[config.mk]
export PLATFORM = sky130hd
export DESIGN_NAME = pattern_sequencer
export DESIGN_NICKNAME = d
export VERILOG_FILES = /design/src/rtl/pattern_sequencer.sv
export SDC_FILE = /design/constraint.sdc
export NUM_CORES = 1
export LEC_CHECK = 0
export BUFFER_PORTS_ARGS = -buffer_cell sky130_fd_sc_hd__buf_2
export CORE_MARGIN = 2
export CORE_UTILIZATION = 55
export CTS_CLUSTER_SIZE = 25
export DETAILED_ROUTE_END_ITERATION = 8
export PLACE_DENSITY_LB_ADDON = 0.3
export SYNTH_ARGS = -nofsm -noshare
export SYNTH_HDL_FRONTEND = slang
export SYNTH_SLANG_ARGS = --single-unit
[constraint.sdc]
create_clock -name clk -period 3.55 [get_ports clk]
set_clock_uncertainty 0.05 [all_clocks]
set_input_delay 0.5325 -clock clk [delete_from_list [all_inputs] [get_ports clk]]
set_output_delay 0.5325 -clock clk [all_outputs]
set_load 0.1 [all_outputs]
[src/rtl/pattern_sequencer.sv]
// Test-pattern sequencer: steps a pattern generator's mode on frame boundaries, either
// from a manual selection or by auto-cycling. Optional frame counter: PATTERN_SEQ_FRAME_CNT_EN.
module pattern_sequencer (
   input  logic        clk,
   input  logic        reset,
   input  logic        vsync_n,
   input  logic        run,
   input  logic [3:0]  manual_mode,
   input  logic [7:0]  dwell_frames,
   input  logic [3:0]  last_mode,
   output logic [3:0]  mode,
   output logic        frame_strobe,
   output logic [1:0]  seq_state,
   output logic [15:0] frame_cnt
);

   localparam logic [1:0] IDLE  = 2'd0;
   localparam logic [1:0] ARM   = 2'd1;
   localparam logic [1:0] DWELL = 2'd2;

   logic       vsync_seen;
   logic       frame_edge;
   logic [1:0] state;
   logic [7:0] dwell_cnt;
   logic [7:0] dwell_shadow;
   logic [3:0] last_shadow;
   logic [7:0] dwell_last;
   logic [3:0] last_clamped;
   logic [3:0] next_mode;

   // vsync_seen holds the previous sample as an active-high level; resetting it to 1
   // means a vsync_n already low when reset releases does not count as a frame start.
   assign frame_edge   = !vsync_n && !vsync_seen;
   assign last_clamped = (last_mode > 4'd7) ? 4'd7 : last_mode;
   assign dwell_last   = (dwell_shadow == 8'd0) ? 8'd0 : dwell_shadow - 8'd1;
   assign next_mode    = (mode >= last_shadow) ? 4'd0 : mode + 4'd1;
   assign seq_state    = state;

   always_ff @(posedge clk or negedge reset) begin
      if (!reset) begin
         vsync_seen   <= 1'b1;
         frame_strobe <= 1'b0;
      end else begin
         vsync_seen   <= !vsync_n;
         frame_strobe <= frame_edge;
      end
   end

   // Dropping run always wins over auto-cycling: a coincident frame edge loads manual_mode.
   always_ff @(posedge clk or negedge reset) begin
      if (!reset) begin
         state        <= IDLE;
         mode         <= 4'd0;
         dwell_cnt    <= 8'd0;
         dwell_shadow <= 8'd0;
         last_shadow  <= 4'd0;
      end else begin
         case (state)
            IDLE: begin
               if (frame_edge) mode <= manual_mode;
               if (run) state <= ARM;
            end
            ARM: begin
               if (!run) begin
                  state <= IDLE;
                  if (frame_edge) mode <= manual_mode;
               end else if (frame_edge) begin
                  mode         <= 4'd0;
                  dwell_cnt    <= 8'd0;
                  dwell_shadow <= dwell_frames;
                  last_shadow  <= last_clamped;
                  state        <= DWELL;
               end
            end
            DWELL: begin
               if (!run) begin
                  state <= IDLE;
                  if (frame_edge) mode <= manual_mode;
               end else if (frame_edge) begin
                  if (dwell_cnt == dwell_last) begin
                     dwell_cnt    <= 8'd0;
                     mode         <= next_mode;
                     dwell_shadow <= dwell_frames;
                     last_shadow  <= last_clamped;
                  end else begin
                     dwell_cnt <= dwell_cnt + 8'd1;
                  end
               end
            end
            default: state <= IDLE;
         endcase
      end
   end

`ifdef PATTERN_SEQ_FRAME_CNT_EN
   logic [15:0] frame_cnt_q;

   always_ff @(posedge clk or negedge reset) begin
      if (!reset) frame_cnt_q <= 16'd0;
      else if (frame_edge) frame_cnt_q <= frame_cnt_q + 16'd1;
   end

   assign frame_cnt = frame_cnt_q;
`else
   assign frame_cnt = 16'd0;
`endif

endmodule

==> qor.txt <==
Rows = 22
Critical setup path kind = reg2reg
Worst IR drop on VDD = 0.677 mV
Status = complete, no violations
Final Hold Vio Count = 0
Num ports = 43
EDFF count, synth = 0
DR vias = 1626
DRT Pass-1 Iters = 4
Reg2Reg Capture Point = mode[0]
Largest net degree at the start of global routing = 29
Crit-path slowest cell = or4b_1
WL final = 3.91 mm
Leakage Power = 0.00104 µW
Period utilization = 91.4%
GR Util met2 = 34.2%
CTS clock-pin slew for the worst setup and hold paths = 0.09 ns
TNS Setup = 0 ns
Cts repair resizes = 0
Post-synthesis register bit count = 28
RSZ-0062 raised after global routing = no
Reg-to-reg setup timing slack = 0.31 ns
Die height = 65.3 µm
Placeable Area = 3630 µm²
GRT Max-Usage Layer = met2
WP data arrival = 3.36 ns
TritonCTS Buffers = 3
Max-Cap Viols = 0
Synth cell types = 53
First-pass GRT wire length = 6.90 mm
Crit path launch type = flip-flop
Initial antenna violation count = 0
Final nets = 286
DRC = 0
Die width = 65.3 µm
Placed wire-length estimate = 3.01 mm
Least-Margin Pin Slew = 0.673 ns
DP Cell Count = 298
Critical path required time = 3.67 ns
R2r worst-path depth = 10
Final Max Tran Viols = 0
Die area = 4270 µm²
Met1 global-route usage = 25.6%
FF-to-FF Start = dwell_shadow[0]
Register area share after synthesis = 33.9%
Avg Inst Size Synth = 8.96 µm²
Initial Util = 57.0%
CTS tree = built
Post-Synthesis Cell Area = 2070 µm²
Number of I/O port buffers = 26
Most frequent cells in the layout = dfrtp_1, buf_2, nand2_1, o21ai_0, inv_1
CTS H-Tree Depth = 1
Layout area overhead = 6.65%
Share of post-route cells with drive strength above 1 = 20.5%
Initial DRC count = 94
N_diodes = 0
Post-route insts no fill = 302
Final min period = 3.24 ns
Hold Path Class = in2async
Commonest non-fill, non-tap cell in the layout = dfrtp_1
Worst-Skew Late Latency = 0.27 ns
Synth Flop Type = dfrtp_1
CTS max path bufs = 2
Post-DRT Antenna Nets = 0
M3 GR Usage = 3.25%
Root buffer cell = clkbuf_8
Syn. warnings = 0
Grt ovf = 0
Max Clock Freq = 308 MHz
P per Cell Area = 794 nW/µm²
Vias/cell = 5.38
Worst-path cell chain = inv_1 > ha_1 > or4b_1 > or3_1 > a311oi_2 > o211ai_2 > nor3_1 > a211oi_1 > or3b_2 > a22o_1
Worst setup margin = 0.306 ns
Vias in the first global route = 1565
Max stage delay on crit path = 0.50 ns
Pre-CTS WS = 0.345 ns
Post-CTS Setup Bufs = 0
Post-Synthesis Cells = 231
WL/cell = 13.0 µm
GRT Total Usage = 20.2%
Crit Path Max Fanout = 7
Slew margin rel. = 54.9%
Clock sinks = 28
Setup crit end kind = flip-flop
RD Place Congestion = 0.844
Final setup viols = 0
Asr flop ratio synth = 100%
Hold_buf cts = 0
Total Power = 1750 µW
stage by stage:
step	utilization [%]	area, µm²	hold WS, ns
detailed placement	59.5	2160	0.434
floorplan	-	2130	0.187
global placement	59.5	2160	0.427
finish	60.7	2210	0.211
CTS	60.7	2210	0.241
global route	60.7	2210	0.268
registers in the layout (all words and copies together) (netlist names):
| signal | cells |
|---|---|
| seq_state | 2 |
| mode | 4 |
| last_shadow | 4 |
| dwell_shadow | 8 |
| vsync_seen | 1 |
| dwell_cnt | 8 |
| frame_strobe | 1 |
area by class of cell:
cell class	instances	area, µm²
clock buffer	4	45.0
inverter	17	63.8
multi-input combinational	177	1190
fill	363	1430
tap	48	60.1
timing repair buffer	28	145
sequential	28	702
power by group:
group / total (µW) / internal [µW] / switching [µW]
combinational: 1010 / 355 / 652
clock: 175 / 80.5 / 94.2
sequential: 571 / 416 / 155
logic make-up after synthesis:
kind of cell	synth area share, %
fa+ha+maj	6.65
buf+inv	11.2
flops	33.9
simple gates	20.2
compound gates	18.3
mux	7.44
other cells	0.181
xor+xnor	2.12
how the worst max path moves through the flow:
| stage | slack (ns) | to | cells after the start | from |
|---|---|---|---|---|
| finish | 0.31 | mode[0] | 10 | dwell_shadow[0] |
| detailed placement | 0.34 | dwell_shadow[5] | 9 | dwell_shadow[0] |
| global placement | 0.38 | mode[1] | 10 | dwell_shadow[0] |
| global route | 0.06 | mode[1] | 10 | dwell_shadow[0] |
| floorplan | 0.37 | dwell_shadow[5] | 11 | dwell_shadow[0] |
| CTS | 0.30 | dwell_shadow[5] | 9 | dwell_shadow[0] |
synth_stat cells, types with 2 or more instances:
| master | instances | area [µm²] |
|---|---|---|
| nand2_1 | 19 | 71.3 |
| xor2_1 | 2 | 17.5 |
| mux2i_1 | 3 | 30.0 |
| nor2_1 | 16 | 60.1 |
| nand2b_1 | 3 | 18.8 |
| o31ai_1 | 4 | 30.0 |
| o31a_1 | 2 | 17.5 |
| mux2_2 | 7 | 78.8 |
| or3_1 | 5 | 31.3 |
| a21oi_1 | 9 | 45.0 |
| nand3_1 | 4 | 20.0 |
| dfrtp_1 | 27 | 676 |
| and2b_1 | 2 | 15.0 |
| or2_2 | 5 | 31.3 |
| nor2b_1 | 3 | 18.8 |
| xnor2_1 | 3 | 26.3 |
| a21o_1 | 3 | 22.5 |
| ha_1 | 11 | 138 |
| inv_1 | 17 | 63.8 |
| and2_1 | 2 | 12.5 |
| clkbuf_1 | 6 | 22.5 |
| o21ai_0 | 19 | 95.1 |
| a22o_1 | 2 | 17.5 |
| nor3_1 | 5 | 25.0 |
| mux2_4 | 3 | 45.0 |
| nor3b_1 | 4 | 30.0 |
| buf_4 | 16 | 120 |
| a211oi_1 | 3 | 22.5 |
| a221o_1 | 2 | 20.0 |
layer usage:
metal | part of all wire [%] | routed length, µm | up-vias
li1 | - | - | 831
met1 | 47 | 1820 | 750
met2 | 48 | 1870 | 36
met3 | 3.5 | 135 | 9
met4 | 2.2 | 85 | 0
met5 | 0 | 0 | -
worst max-delay path: cells and delay by family, from the launching register on:
kind | cells | cell delay [ns]
AND/OR/NAND/NOR | 4 | 1.49
AO/OA/AOI/OAI | 4 | 0.82
flip-flops | 1 | 0.43
adder cells (fa/ha/maj) | 1 | 0.24
buffers and inverters | 1 | 0.11
Power figures use the tool's default switching activity.
